`src/rtl/rv_hazard_ctrl.sv`:
```
// Hazard/forwarding controller for the 5-stage RV32 pipeline; optional perf counters under HAZARD_PERF_CNT_EN.
// Latency: FWD_* registered as the instruction enters EX; STALL_*/BUBBLE and the first FLUSH cycle are combinational.
// Backpressure: BUSYWAIT freezes every flop; outputs derived from state hold until it drops.
module rv_hazard_ctrl #(
    parameter int REG_AW       = 5,
    parameter int FLUSH_CYCLES = 2,
    parameter int CNT_W        = 32
) (
    input  logic              CLK,
    input  logic              RESET,
    input  logic              BUSYWAIT,
    input  logic [REG_AW-1:0] ID_RS1,
    input  logic [REG_AW-1:0] ID_RS2,
    input  logic [REG_AW-1:0] ID_RD,
    input  logic              ID_USES_RS1,
    input  logic              ID_USES_RS2,
    input  logic              ID_REG_WRITE,
    input  logic              ID_MEM_READ,
    input  logic              BRANCH_TAKEN,
    output logic [1:0]        FWD_A,
    output logic [1:0]        FWD_B,
    output logic              STALL_PC,
    output logic              STALL_IF_ID,
    output logic              BUBBLE_ID_EX,
    output logic              FLUSH,
    output logic [CNT_W-1:0]  STALL_CNT,
    output logic [CNT_W-1:0]  FLUSH_CNT
);

    typedef struct packed {
        logic              vld;
        logic [REG_AW-1:0] rd;
        logic              load;
    } sb_entry_t;

    localparam logic [0:0] ST_IDLE     = 1'b0;
    localparam logic [0:0] ST_FLUSHING = 1'b1;
    localparam logic [2:0] FLUSH_LOAD  = 3'(FLUSH_CYCLES - 1);

    sb_entry_t   ex_q, mem_q, wb_q, id_req;
    logic [0:0]  state_q;
    logic [2:0]  flush_cnt_q;
    logic [1:0]  fwd_a_q, fwd_b_q, fwd_a_nxt, fwd_b_nxt;
    logic        use_a, use_b, ex_hit_a, ex_hit_b, mem_hit_a, mem_hit_b;
    logic        flush_trig, flush, stall;

    always_comb begin
        id_req.vld  = ID_REG_WRITE && (ID_RD != '0);
        id_req.rd   = ID_RD;
        id_req.load = ID_MEM_READ;
    end

    assign use_a     = ID_USES_RS1 && (ID_RS1 != '0);
    assign use_b     = ID_USES_RS2 && (ID_RS2 != '0);
    assign ex_hit_a  = use_a && ex_q.vld && (ex_q.rd == ID_RS1);
    assign ex_hit_b  = use_b && ex_q.vld && (ex_q.rd == ID_RS2);
    assign mem_hit_a = use_a && mem_q.vld && (mem_q.rd == ID_RS1);
    assign mem_hit_b = use_b && mem_q.vld && (mem_q.rd == ID_RS2);

    // Youngest producer wins; WB needs no path because the regfile writes before it reads.
    assign fwd_a_nxt = ex_hit_a ? 2'b01 : (mem_hit_a ? 2'b10 : 2'b00);
    assign fwd_b_nxt = ex_hit_b ? 2'b01 : (mem_hit_b ? 2'b10 : 2'b00);

    // A branch arriving during FLUSHING belongs to a squashed instruction, so only IDLE can trigger.
    assign flush_trig = (state_q == ST_IDLE) && BRANCH_TAKEN && !BUSYWAIT;
    assign flush      = (state_q == ST_FLUSHING) || flush_trig;
    assign stall      = ex_q.load && (ex_hit_a || ex_hit_b) && !flush;

    always_ff @(posedge CLK) begin
        if (RESET) begin
            ex_q        <= '0;
            mem_q       <= '0;
            wb_q        <= '0;
            fwd_a_q     <= 2'b00;
            fwd_b_q     <= 2'b00;
            state_q     <= ST_IDLE;
            flush_cnt_q <= 3'd0;
        end else if (!BUSYWAIT) begin
            wb_q    <= mem_q;
            mem_q   <= flush ? '0 : ex_q;
            ex_q    <= (flush || stall) ? '0 : id_req;
            fwd_a_q <= (flush || stall) ? 2'b00 : fwd_a_nxt;
            fwd_b_q <= (flush || stall) ? 2'b00 : fwd_b_nxt;
            case (state_q)
                ST_IDLE: begin
                    if (BRANCH_TAKEN && (FLUSH_CYCLES > 1)) begin
                        state_q     <= ST_FLUSHING;
                        flush_cnt_q <= FLUSH_LOAD;
                    end
                end
                default: begin
                    flush_cnt_q <= flush_cnt_q - 3'd1;
                    if (flush_cnt_q == 3'd1) state_q <= ST_IDLE;
                end
            endcase
        end
    end

    assign FWD_A        = fwd_a_q;
    assign FWD_B        = fwd_b_q;
    assign STALL_PC     = stall;
    assign STALL_IF_ID  = stall;
    assign BUBBLE_ID_EX = stall;
    assign FLUSH        = flush;

`ifdef HAZARD_PERF_CNT_EN
    logic [CNT_W-1:0] stall_cnt_q, flush_evt_q;

    always_ff @(posedge CLK) begin
        if (RESET) begin
            stall_cnt_q <= '0;
            flush_evt_q <= '0;
        end else if (!BUSYWAIT) begin
            if (stall)      stall_cnt_q <= stall_cnt_q + CNT_W'(1);
            if (flush_trig) flush_evt_q <= flush_evt_q + CNT_W'(1);
        end
    end

    assign STALL_CNT = stall_cnt_q;
    assign FLUSH_CNT = flush_evt_q;
`else
    assign STALL_CNT = '0;
    assign FLUSH_CNT = '0;
`endif

    // The WB entry and the MEM load bit are tracked for pipeline fidelity but feed no compare.
    logic unused_sb;
    assign unused_sb = ^{wb_q, mem_q.load};

endmodule

```
`config.mk`:
```
export PLATFORM = sky130hd
export DESIGN_NAME = rv_hazard_ctrl
export DESIGN_NICKNAME = d
export VERILOG_FILES = /design/src/rtl/rv_hazard_ctrl.sv
export SDC_FILE = /design/constraint.sdc
export NUM_CORES = 1
export LEC_CHECK = 0
export ABC_AREA = 1
export BUFFER_PORTS_ARGS = -buffer_cell sky130_fd_sc_hd__buf_2
export CORE_ASPECT_RATIO = 0.7
export CORE_MARGIN = 5
export CORE_UTILIZATION = 47
export DETAILED_ROUTE_END_ITERATION = 6
export GPL_TIMING_DRIVEN = 0
export PLACE_DENSITY = 0.81
export SLEW_MARGIN = 0
export SYNTH_ARGS = -nofsm -noshare
export SYNTH_HDL_FRONTEND = slang
export SYNTH_SLANG_ARGS = --single-unit
```
`constraint.sdc`:
```
create_clock -name CLK -period 1.6 [get_ports CLK]
set_input_delay 0.32 -clock CLK [delete_from_list [all_inputs] [get_ports CLK]]
set_output_delay 0.32 -clock CLK [all_outputs]
set_load 0.005 [all_outputs]
```
# Word level (Yosys, flattened, before mapping)
# Cells that the tools add are included.
[op_classes]
add_sub_neg = 1
magnitude_cmp = 0
multipliers = 0
reduce_logical = 25
n_bitwise = 2
mux = 13
div = 0
eq_ne = 5
n_shift = 0
[ops]
columns = ["cell", "count"]
rows = [
  ["$eq A5 B5 Y1", 4],
  ["$logic_and A1 B1 Y1", 15],
  ["$reduce_bool A5 Y1", 3],
  ["$mux W7", 2],
  ["$mux W2", 6],
  ["$mux W3", 2],
  ["$eq A3 B1 Y1 const B", 1],
  ["$logic_or A1 B1 Y1", 3],
  ["$mux W1", 3],
  ["$sub A3 B1 Y3 const B", 1],
  ["$logic_not A1 Y1", 2],
  ["$not A1 Y1", 2],
  ["$reduce_and A2 Y1", 1],
  ["$reduce_bool A2 Y1", 1],
]
[totals]
latch_bits = 0
word_cells = 55
ram_bits = 0
reg_bits = 21
rom_bits = 0
mem_count = 0
output_inout_bits = 72

# Longest topological paths before layout
[depth]
depth_word = 9
depth_mapped = 11

# Worst setup path before layout
# Ideal clock, no wire load.
[synth_timing]
path_kind = "reg2out"
from = "register ex_q[4] (netlist bit)"
to = "output port STALL_IF_ID"
t_arrival_ps = 1266
slack_ps = 14
required_time_ps = 1280
stages_incl_launch_ff = 11
n_path_buf = 2
path_cell_list = "dfxtp_1 -> inv_2 -> a21oi_1 -> nand2_1 -> nor2_1 -> nand3_1 -> nand2_1 -> nand2_2 -> buf_6 -> nor2_2 -> buf_4"
[synth_between]
elab_chain_len = 5
[synth_lines]
columns = ["element", "line", "text"]
rows = [
  ["start, declared", "40", "sb_entry_t ex_q, mem_q, wb_q, id_req;"],
  ["start signal, assigned", "81", "ex_q <= (flush || stall) ? '0 : id_req;"],
  ["$eq A5 B5 Y1, on equally long branches", "55, 56", ""],
  ["$logic_and A1 B1 Y1, on equally long branches", "55, 56", ""],
  ["$logic_or A1 B1 Y1 (*)", "67", "assign stall = ex_q.load && (ex_hit_a || ex_hit_b) && !flush;"],
  ["$logic_and A1 B1 Y1 (*) (2 in series)", "67", ""],
  ["end, declared", "23", "output logic STALL_IF_ID,"],
]
# Mark *: on every way between the ends. The rest lies on a longest branch, timed or not.

# Worst setup path after layout
[layout_timing]
from = "register ex_q[1] (netlist bit)"
to = "output port STALL_IF_ID"
# Same word-level chain as after synthesis.

==> flow_metrics.env <==
export IMPL_die_x_microns=87
export IMPL_synth_avg_cell_area_sq_um=6.52
export IMPL_ctsHoldBuffers=0
export IMPL_diodes=0
export IMPL_status="complete, but fails checks"
export IMPL_critPathArrivalTime_ps=1630
export IMPL_gr_total_overflow=0
export IMPL_viasPerCell=4.23
export IMPL_root_buffer="clkbuf_8"
export IMPL_htreeDepth=1
export IMPL_layout_setup_ws_ps=-347
export IMPL_cts_clk_slew_worst_paths_ps=80
export IMPL_coreArea_sq_um=3970
export IMPL_r2r_cells=10
export IMPL_cts_sinks=21
export IMPL_drc=0
export IMPL_place_gp_congestion=0.926
export IMPL_antenna_found_initial=0
export IMPL_drt_initial_drc_count=112
export IMPL_die_area_sq_um=5560
export IMPL_final_common_cell="buf_4"
export IMPL_finalCriticalPeriod_ps=1950
export IMPL_ys_warn_count=0
export IMPL_cp_endpoint="STALL_IF_ID"
export IMPL_vias=1931
export IMPL_critPathCaptureType="output pin"
export IMPL_final_max_slew_viol_count=0
export IMPL_fin_setup_tns_ps=-956
export IMPL_rsz0062_at_grt="yes"
export IMPL_hpwl_mm=3.89
export IMPL_finClkSkew_ps=1.68
export IMPL_reg2reg_to="FWD_A[1]$_SDFFE_PP0N_"
export IMPL_post_drt_wl_per_cell_microns=10.6
export IMPL_mostFrequentLayoutCells="buf_4, conb_1, nand2_1, nor2_1, buf_2"
export IMPL_worstPathMaxFanout=4
export IMPL_ios=95
export IMPL_worst_pin_slew_ps=635
export IMPL_syn_instance_count=299
export IMPL_multi_input_area_sq_um=1120
export IMPL_cts_buffers=3
export IMPL_die_y_microns=63.9
export IMPL_timing_fmax_ghz=0.514
export IMPL_timing_final_crit_share_pct=122
export IMPL_path_class="reg2out"
export IMPL_dr_pass1_iters=4
export IMPL_initial_core_util_pct=49.1
export IMPL_clk_latency_ps=260
export IMPL_seq_area_frac_synth_pct=21.6
export IMPL_route_final_wire_length_mm=4.82
export IMPL_nFillCells=367
export IMPL_hp_class="in2reg"
export IMPL_max_cap_viol_count=0
export IMPL_nets=430
export IMPL_track_usage_pct=16.8
export IMPL_ir_worst_vdd_uv=450
export IMPL_grt_pass1_wl_mm=7.66
export IMPL_hold_viol_final=0
export IMPL_seqCellArea_sq_um=435
export IMPL_ys_ff_latch=21
export IMPL_power_leakage_nw=1.44
export IMPL_startpoint="ex_q[1]$_SDFFE_PP0N_"
export IMPL_row_count=19
export IMPL_relSlewSlack_pct=57.7
export IMPL_grt_max_degree=13
export IMPL_start_kind="flip-flop"
export IMPL_p_per_area_nw_per_um2=524
export IMPL_clockBufferDepth=2
export IMPL_dp_slack_ps=-274
export IMPL_timing_rr_start="ex_q[1]$_SDFFE_PP0N_"
export IMPL_drive_gt1_share_pct=37.6
export IMPL_netlist_area_sq_um=1950
export IMPL_grt_pass1_vias=1727
export IMPL_rrSetupSlack_ps=60
export IMPL_area_growth_pct=31.1
export IMPL_required_ps=1280
export IMPL_synth_cell_types=28
export IMPL_cts_tree="yes"
export IMPL_ant_nets=0
export IMPL_port_buffers=30
export IMPL_setup_viol=3
export IMPL_violations="setup timing"
## sequential cells by signal, summed over array words and instances (netlist names)
| name | cells |
|---|---|
| state_q | 1 |
| mem_q | 6 |
| FWD_B | 2 |
| FWD_A | 2 |
| flush_cnt_q | 3 |
| ex_q | 7 |
## synth_stat cells
master,count,area [sq um]
a211oi_1,1,7.51
a21oi_1,13,65.1
a21oi_2,9,78.8
a311oi_1,1,8.76
buf_1,1,3.75
buf_2,1,5.00
buf_4,66,495
buf_6,2,22.5
clkbuf_1,2,7.51
conb_1,1,3.75
dfxtp_1,21,420
ha_1,2,25.0
inv_1,29,109
inv_2,7,26.3
nand2_1,67,251
nand2_2,1,6.26
nand3_1,9,45.0
nand3_2,10,100
nand3b_1,2,15.0
nand4_1,2,12.5
nor2_1,39,146
nor2_2,1,6.26
nor3_1,2,10.0
o211ai_1,1,7.51
o21ai_0,2,10.0
o32ai_1,1,8.76
xnor2_1,3,26.3
xor2_1,3,26.3
## power by group
group / internal [mW] / leakage, nW / switching, mW
Clock: 0.174 / 0.0255 / 0.180
Combinational: 0.203 / 1.24 / 0.226
Sequential: 0.541 / 0.174 / 0.0185
## per-stage QoR
step	instance area [sq um]	util [%]	instances	power [mW]	hold slack, ps
global route	2560	64.4	456	1.42	336
finish	2560	64.4	456	1.34	308
floorplan	2190	-	362	0.881	389
global placement	2400	60.5	444	0.958	456
detailed placement	2400	60.5	444	0.964	466
CTS	2510	63.3	453	1.31	310
## layout make-up
| cell class | count | area share [%] |
|---|---|---|
| clock buffer | 3 | 1.61 |
| tap | 52 | 2.54 |
| buffer | 72 | 21.0 |
| clock inverter | 1 | 0.196 |
| inverter | 36 | 5.48 |
| timing repair buffer | 38 | 8.22 |
| multi-input combinational | 233 | 43.9 |
| sequential | 21 | 17.0 |
## worst max-delay path, stage by stage, from the launching register on
cell and delay (ps):
dfxtp_4 360, nand2_1 120, nand3_2 90, nor2_1 110
nand3_1 110, nand2_1 100, nand2_2 70, buf_8 120
nor2_4 80, buf_4 100, buf_2 100
## kinds of logic (layout without fill, tap and decap cells)
| group | after synthesis | after routing | synth area share (%) |
|---|---|---|---|
| buffers and inverters | 108 | 150 | 34.3 |
| DFF | 21 | 21 | 21.6 |
| AOI/OAI and AO/OA | 28 | 28 | 9.56 |
| other | 1 | 64 | 0.192 |
| adders and majority gates | 2 | 2 | 1.28 |
| and+or+nand+nor | 133 | 133 | 30.4 |
| xor gates and xnor gates | 6 | 6 | 2.69 |
## how the worst min path moves through the flow
| stage | depth (start not counted) | end | slack, ps | startpoint |
|---|---|---|---|---|
| floorplan | 1 | FWD_B[0]$_SDFFE_PP0N_ | 390 | RESET |
| global placement | 2 | FWD_B[0]$_SDFFE_PP0N_ | 460 | FWD_B[0]$_SDFFE_PP0N_ |
| detailed placement | 2 | FWD_A[0]$_SDFFE_PP0N_ | 470 | FWD_A[0]$_SDFFE_PP0N_ |
| CTS | 2 | ex_q[4]$_SDFFE_PP0N_ | 310 | RESET |
| global route | 2 | ex_q[4]$_SDFFE_PP0N_ | 340 | RESET |
| finish | 2 | ex_q[4]$_SDFFE_PP0N_ | 310 | RESET |
## routing by layer
metal  up-vias  track usage (%)  share of wire (%)
met1       832             22.5                 40
met2        86             27.3                 48
met3        11             3.21                9.5
met4         0             4.67                2.1
li1       1002                -                  -
met5         -                0                  0
## repair_timing
item,in CTS,in global routing
pin swaps,3,6
buffers inserted,5,3
endpoints found under the hold margin,0,0
resized for setup,11,9
endpoints found under the setup margin,3,12
(Power assumes the default switching activity.)
